**config.mk**
```make
export PLATFORM = sky130hd
export DESIGN_NAME = apb_regfile
export DESIGN_NICKNAME = d
export VERILOG_FILES = /design/src/rtl/apb_regfile.sv
export SDC_FILE = /design/constraint.sdc
export NUM_CORES = 1
export LEC_CHECK = 0
export CORE_AREA = 2 2 247 249
export DETAILED_ROUTE_END_ITERATION = 16
export DIE_AREA = 0 0 249 251
export PLACE_DENSITY = 0.49
export SYNTH_ARGS = -nofsm -noshare
export SYNTH_HDL_FRONTEND = slang
export SYNTH_SLANG_ARGS = --single-unit
```
**constraint.sdc**
```tcl
create_clock -name pclk -period 25.1 [get_ports pclk]
set_input_delay 3.765 -clock pclk [delete_from_list [all_inputs] [get_ports pclk]]
set_output_delay 3.765 -clock pclk [all_outputs]
set_load 0.05 [all_outputs]
```
**src/rtl/apb_regfile.sv**
```systemverilog
// apb_regfile: APB slave register file with optional wait states,
// byte strobes, read-only (hardware-fed) registers and per-register write pulses.
//
// Ports:
//   pclk, preset               clock, asynchronous active-high reset
//   paddr, pwdata, pstrb       APB address (low ADDR_WIDTH bits decoded), write data, byte strobes
//   psel, penable, pwrite      APB control
//   pready, pslverr, prdata    APB response (pslverr/prdata meaningful only with pready)
//   regs_out                   contents of read-write registers, register i at slice i (RO slices read 0)
//   hw_in                      values presented by read-only registers
//   wr_pulse                   one-cycle pulse per register after each error-free write
//
// state  | meaning
// IDLE   | no transfer in progress, waiting for a setup phase
// ACCESS | access phase: counting down wait states, then completing on pready
module apb_regfile #(
  parameter int DATA_WIDTH = 32,
  parameter int NUM_REGS = 8,
  parameter int ADDR_WIDTH = 8,
  parameter int WAIT_STATES = 0,
  parameter logic [NUM_REGS-1:0] RO_MASK = '0
) (
  input  logic                           pclk,
  input  logic                           preset,
  input  logic [31:0]                    paddr,
  input  logic [DATA_WIDTH-1:0]          pwdata,
  input  logic [DATA_WIDTH/8-1:0]        pstrb,
  input  logic                           psel,
  input  logic                           penable,
  input  logic                           pwrite,
  output logic                           pready,
  output logic                           pslverr,
  output logic [DATA_WIDTH-1:0]          prdata,
  output logic [NUM_REGS*DATA_WIDTH-1:0] regs_out,
  input  logic [NUM_REGS*DATA_WIDTH-1:0] hw_in,
  output logic [NUM_REGS-1:0]            wr_pulse
);

  localparam int NB = DATA_WIDTH / 8;

  typedef enum logic {IDLE, ACCESS} state_t;

  state_t                state_q, state_d;
  logic [3:0]            cnt_q, cnt_d;
  logic [DATA_WIDTH-1:0] regs_q [NUM_REGS];
  logic [DATA_WIDTH-1:0] regs_d [NUM_REGS];
  logic [NUM_REGS-1:0]   wr_pulse_q, wr_pulse_d;

  logic [31:0]           idx;
  logic [NUM_REGS-1:0]   hit;
  logic                  addr_err, ro_err, err;
  logic [DATA_WIDTH-1:0] rd_val;

  // Upper address bits are intentionally not decoded.
  logic unused_paddr;
  assign unused_paddr = ^paddr[31:ADDR_WIDTH];

  assign idx = 32'(paddr[ADDR_WIDTH-1:2]);

  // One-hot decode; an empty hit vector means misaligned or out-of-range.
  always_comb begin
    hit    = '0;
    rd_val = '0;
    for (int i = 0; i < NUM_REGS; i++) begin
      hit[i] = (paddr[1:0] == 2'b00) && (idx == 32'(i));
      if (hit[i]) begin
        rd_val = RO_MASK[i] ? hw_in[i*DATA_WIDTH +: DATA_WIDTH] : regs_q[i];
      end
    end
  end

  assign addr_err = ~|hit;
  assign ro_err   = |(hit & RO_MASK);
  assign err      = addr_err | (pwrite & ro_err);

  assign pready  = (state_q == ACCESS) && (cnt_q == 4'd0) && psel && penable;
  assign pslverr = pready && err;
  assign prdata  = (pready && !pwrite && !err) ? rd_val : '0;
  assign wr_pulse = wr_pulse_q;

  always_comb begin
    state_d    = state_q;
    cnt_d      = cnt_q;
    wr_pulse_d = '0;
    for (int i = 0; i < NUM_REGS; i++) regs_d[i] = regs_q[i];

    case (state_q)
      IDLE: begin
        if (psel && !penable) begin
          state_d = ACCESS;
          cnt_d   = 4'(WAIT_STATES);
        end
      end
      ACCESS: begin
        if (!psel) begin
          // Master abandoned the transfer: nothing is written.
          state_d = IDLE;
        end else if (penable) begin
          if (cnt_q != 4'd0) begin
            cnt_d = cnt_q - 4'd1;
          end else begin
            state_d = IDLE;
            if (pwrite && !err) begin
              wr_pulse_d = hit;
              for (int i = 0; i < NUM_REGS; i++) begin
                if (hit[i]) begin
                  for (int b = 0; b < NB; b++) begin
                    if (pstrb[b]) regs_d[i][b*8 +: 8] = pwdata[b*8 +: 8];
                  end
                end
              end
            end
          end
        end
      end
      default: state_d = IDLE;
    endcase
  end

  always_ff @(posedge pclk or posedge preset) begin
    if (preset) begin
      state_q    <= IDLE;
      cnt_q      <= 4'd0;
      wr_pulse_q <= '0;
      for (int i = 0; i < NUM_REGS; i++) regs_q[i] <= '0;
    end else begin
      state_q    <= state_d;
      cnt_q      <= cnt_d;
      wr_pulse_q <= wr_pulse_d;
      for (int i = 0; i < NUM_REGS; i++) regs_q[i] <= regs_d[i];
    end
  end

  // Read-only registers are fed from hw_in, so their storage slice is hidden.
  always_comb begin
    regs_out = '0;
    for (int i = 0; i < NUM_REGS; i++) begin
      regs_out[i*DATA_WIDTH +: DATA_WIDTH] = RO_MASK[i] ? '0 : regs_q[i];
    end
  end

endmodule

```
# After elaboration in Yosys (flattened, before gate mapping)
# Index checks and enable logic that the tools add are counted.
# word_totals
ff_bits	269
latch_bits	0
ramBits	0
mem_bits_ro	0
input_bits	329
output_inout_bits	298
n_memories	0
# op_classes
n_addsub	1
multipliers	0
div	0
magnitude_cmp	0
n_eq_ne	11
n_shift	0
muxes	24
bitwise_logic	2
reduce_logical	57
# op_table
op	n
32-bit 2-to-1 mux	9
7-bit AND reduction	32
8-bit 2-to-1 mux	5
32-bit zero test	1
6-bit by 3-bit equality test with 1-bit output, second input constant	4
1-bit logical AND	16
4-bit 2-to-1 mux	4
6-bit by 2-bit equality test with 1-bit output, second input constant	2
4-bit one-hot mux with 2 select lines	1
8-bit OR reduction	1
6-bit by 1-bit equality test with 1-bit output, second input constant	1
2-bit inequality test, second input constant	3
4-bit zero test	1
1-bit 2-to-1 mux	4
4-bit AND reduction	1
4-bit nonzero test	1
4-bit by 1-bit subtractor with 4-bit output, second input constant	1
1-bit zero test	3
2-bit zero test	1
2-bit by 1-bit inequality test with 1-bit output, second input constant	1
1-bit NOT	2
1-bit one-hot mux with 2 select lines	1

# Longest topological paths before layout
# logic_depth
ltp_word	11
depth_mapped	10
ltp_nobuf	7

# Least setup slack after synthesis
# No wires, ideal clock.
# synth_timing
path_type	in2out
from	input port penable
to	output port prdata[30]
arrival_ns	6.383
required_time_ns	21.335
setup_slack_ns	14.952
stages	8
path_buffers	3
path_cell_list	clkbuf_1 nand3_1 or2_1 buf_2 buf_6 inv_1 nand4_1 a311oi_1
# synth_via
elab_chain_cells	4
# synth_rtl
element	line_no	source
from (decl)	29	input logic penable,
1-bit logical AND	76	assign pready = (state_q == ACCESS) && (cnt_q == 4'd0) && psel && penable;
via pready	31	output logic pready,
1-bit logical AND (2 in a row)	78	assign prdata = (pready && !pwrite && !err) ? rd_val : '0;
32-bit 2-to-1 mux	78	
to (decl)	33	output logic [DATA_WIDTH-1:0] prdata,
# The timed path passes the listed nets, and every way through them passes these cells.

# Worst setup path after layout
# layout_timing
from	input port penable
to	output port prdata[30]
# layout_via
elab_chain_cells	4
# layout_rtl
element	line_no
1-bit logical AND	76
1-bit logical AND (2 in a row)	78
32-bit 2-to-1 mux	78
# Every way passes these cells.

==> impl_results.rst <==
.. list-table::
   :header-rows: 1

   * - Metric
     - Value
   * - Number of design-rule violations left by the first detailed-router iteration
     - 536
   * - Number of nets in the synthesized netlist
     - 1,307
   * - Final HPWL from detailed placement
     - 36.2 mm
   * - Clock Latency Late Sink
     - 550 ps
   * - Launching element type of the critical path
     - input port
   * - Most common library cell in the layout ignoring fill and taps
     - clkdlybuf4s50_1
   * - Area of the core region
     - 59,800 um2
   * - Largest family of logic cells by synthesized area
     - multiplexers
   * - Worst Tran Pin Value
     - 1220 ps
   * - RR Startpoint
     - cnt_q[0]
   * - IO Port Bufs
     - 346
   * - Share of flip-flops with an asynchronous set or reset after synthesis
     - 1.00
   * - Leakage power of the design
     - 8.24 nW
   * - Fraction of layout instances using a drive strength above 1
     - 0.292
   * - Period utilisation layout
     - 0.454
   * - Routed via count divided by cell count
     - 4.61
   * - Fin cells
     - 2,127
   * - Number of instances in the synthesized netlist
     - 977
   * - Worst r2r dst
     - regs_out[218]
   * - Aggregate negative setup slack
     - 0 ps
   * - Slowest stage cell on the critical path
     - clkdlybuf4s50_1
   * - Post-CTS setup repair buffer count
     - 0
   * - Nature of the critical path endpoint
     - output port
   * - Count of cell types in the netlist
     - 48
   * - Root buffer cell
     - clkbuf_16
   * - Largest fanout on the critical path
     - 22
   * - Int Power
     - 0.767 mW
   * - Largest net degree at the start of global routing
     - 151
   * - Yosys warning count
     - 0
   * - Depth of the worst register-to-register path
     - 8
   * - Run status
     - finished clean
   * - Worst Clk Skew
     - 17.3 ps
   * - Number of global-route vias before repair
     - 10,314
   * - Num Clock Sinks
     - 269
   * - Net switching share of the total power
     - 0.255
   * - Routed wire length
     - 53.2 mm
   * - Hold Violations, Final
     - 0
   * - Worst hold path depth
     - 1
   * - Share of the synthesized area in the top cell type
     - 0.526
   * - Num CTS Buffers
     - 35
   * - CTS tree
     - yes
   * - Sw power
     - 0.262 mW
   * - Total of cells resized after clock tree synthesis
     - 0
   * - Max Cap Viol
     - 0
   * - Share of total power in the clock network
     - 0.490
   * - Netlist area before placement
     - 12,800 um2
   * - Worst endpoint required time
     - 21,330 ps
   * - Largest cells by area after synthesis
     - dfrtp_1, mux2_2, nor2_8
   * - Final core utilization
     - 0.306
   * - Height of the die
     - 251 um
   * - Total die area
     - 62,500 um2
   * - Final nets
     - 1,647
   * - Critical path cell sequence
     - clkdlybuf4s50_1 -> nand3_1 -> or2_1 -> buf_4 -> inv_1 -> nand4_1 -> buf_4 -> a311oi_1 -> clkdlybuf4s50_1
   * - Cell Pwr Density
     - 56.3 nW/um2
   * - Starting density of the core
     - 0.214
   * - Critical Path Max Stage Delay
     - 910 ps
   * - CTS hold repair buffers
     - 0
   * - Area fraction in compound gates after synthesis
     - 0.0784
   * - Final ANT Viol Nets
     - 0
   * - HP Start
     - regs_out[88]
   * - Setup repair after global routing missed its margin
     - no
   * - I/O pin total
     - 627
   * - Average footprint of a synthesized cell
     - 13.1 um2
   * - Achievable clock frequency
     - 87.7 MHz
   * - Clock-pin slew reported for the worst setup and hold paths after clock tree synthesis
     - 50 ps
   * - Yosys top cell by area
     - dfrtp_1
   * - Drt first pass iters
     - 5
   * - Class of the most critical setup path
     - input port to output port
   * - Final Total Pwr
     - 1.03 mW
   * - H-tree lvl count
     - 2
   * - Horizontal die dimension
     - 249 um
   * - Commonest cells after routing, fill and taps aside
     - clkdlybuf4s50_1, dfrtp_1, mux2_2
   * - Dpl cells
     - 2,062
   * - Post-synthesis share of cell area spent on full adders, half adders and majority gates
     - 0.000977
   * - Remaining global-route overflow
     - 0
   * - Number of storage elements in the synthesis netlist
     - 269
   * - R2R setup slack
     - 21,810 ps
   * - Final setup violating endpoints
     - 0
   * - Type of the most critical hold path
     - flop to flop
   * - Gate power share
     - 0.081
   * - Xor and xnor area share after synthesis
     - 0
   * - Maximum buffer depth of the clock tree
     - 3
   * - Remaining routing DRC violations
     - 0
   * - Relative slew margins
     - 0.189
   * - Proportion of synthesized area in mux cells
     - 0.270
   * - Wire length of the first global-routing pass
     - 76.1 mm
   * - Number of vias after detailed routing
     - 9,811
   * - Share of the yosys chip area belonging to registers
     - 0.526
   * - Top FF cell, synth
     - dfrtp_1
   * - Floorplan row count
     - 90
   * - Max-slew violation count
     - 0
   * - Worst hold endpoint
     - regs_out[88]
   * - Number of flops mapped to enable cells by yosys
     - 0
   * - Maximum vdd drop
     - 0.0414 mV
   * - Crit path time final
     - 11,400 ps
   * - Simple-gate portion of the synthesized area
     - 0.0961
   * - Gpl congestion
     - 0.763
   * - Data arrival time of the critical path
     - 7630 ps
   * - Area delta synth->final
     - 42.8%
   * - GRT Util Overall
     - 0.168
   * - Post-DR wirelength/cell
     - 25.0 um
   * - Sequential share of power
     - 0.429
   * - Number of antenna violations at the first check in global routing
     - 5
==> metal layers <==
metal	track usage	wire length (um)	vias to the layer above
li1	-	-	4291
met1	0.228	24100	4995
met2	0.241	21900	437
met3	0.0759	5840	82
met4	0.0459	1330	6
met5	0	38	-
==> cells in the mapped netlist (4+ instances only) <==
cell type	count
nand3_2	16
or3_1	4
a211o_1	19
nand3_1	5
mux2_4	8
mux4_2	12
buf_1	15
a21oi_1	29
a211oi_1	21
clkbuf_1	32
nor2_8	16
inv_1	36
and2_1	14
mux2_1	11
a22oi_1	26
nand2_1	30
mux2_2	259
o22ai_1	40
nor2b_1	5
nor2_1	42
nor4_1	4
nor3_1	22
dfrtp_1	269
==> power by group through the flow <==
stage | clock network [mW] | registers, mW | logic [mW]
floorplan | 0 | 0.452 | 0.0467
global placement | 0 | 0.449 | 0.0830
detailed placement | 0 | 0.449 | 0.0841
CTS | 0.519 | 0.442 | 0.0843
global route | 0.538 | 0.442 | 0.0917
finish | 0.504 | 0.442 | 0.0833
==> logic make-up (layout without fill, tap and decap cells) <==
logic type,after synthesis,after routing
muxes,293,293
buffers and inverters,91,458
DFF,269,269
and+or+nand+nor,177,177
other,0,1
AOI/OAI and AO/OA,146,146
adders and majority gates,1,1
==> how the worst max path moves through the flow <==
| stage | from | endpoint | slack (ps) | cells after the start |
|---|---|---|---|---|
| 2_1_floorplan | preset | cnt_q[0] | 13920 | 1 |
| 4_1_cts | penable | prdata[30] | 13640 | 9 |
| 3_3_place_gp | paddr[0] | prdata[4] | 13720 | 8 |
| 3_5_place_dp | penable | prdata[30] | 13650 | 9 |
| 5_1_grt | paddr[1] | prdata[12] | 13600 | 8 |
| 6_report | penable | prdata[30] | 13700 | 9 |
==> per-stage QoR <==
step | setup slack [ps] | hold WS, ps | instance area [um2]
after floorplan | 13920 | 489 | 12800
after global placement | 13720 | 502 | 17100
after detailed placement | 13650 | 508 | 17100
after CTS | 13640 | 521 | 18300
after global routing | 13600 | 533 | 18300
final | 13700 | 518 | 18300
==> critical path: cells and delay by family <==
family | cells | cell delay [ps]
AO/OA/AOI/OAI | 1 | 430
AND/OR/NAND/NOR | 3 | 950
buffers and inverters | 5 | 2460
==> area by class of cell <==
class,count,area [um2]
Antenna cell,1,2.50
Clock buffer,54,1060
Clock inverter,10,97.6
Fill cell,6022,41500
Inverter,37,146
Multi-Input combinational cell,617,5720
Sequential cell,269,6730
Tap cell,782,978
Timing Repair Buffer,357,3550
==> sequential cells by signal (all words and copies together), names as in the netlist <==
name / count
cnt_q: 4
wr_pulse: 8
regs_out: 256
state_q: 1
Power figures use the tool's default switching activity.
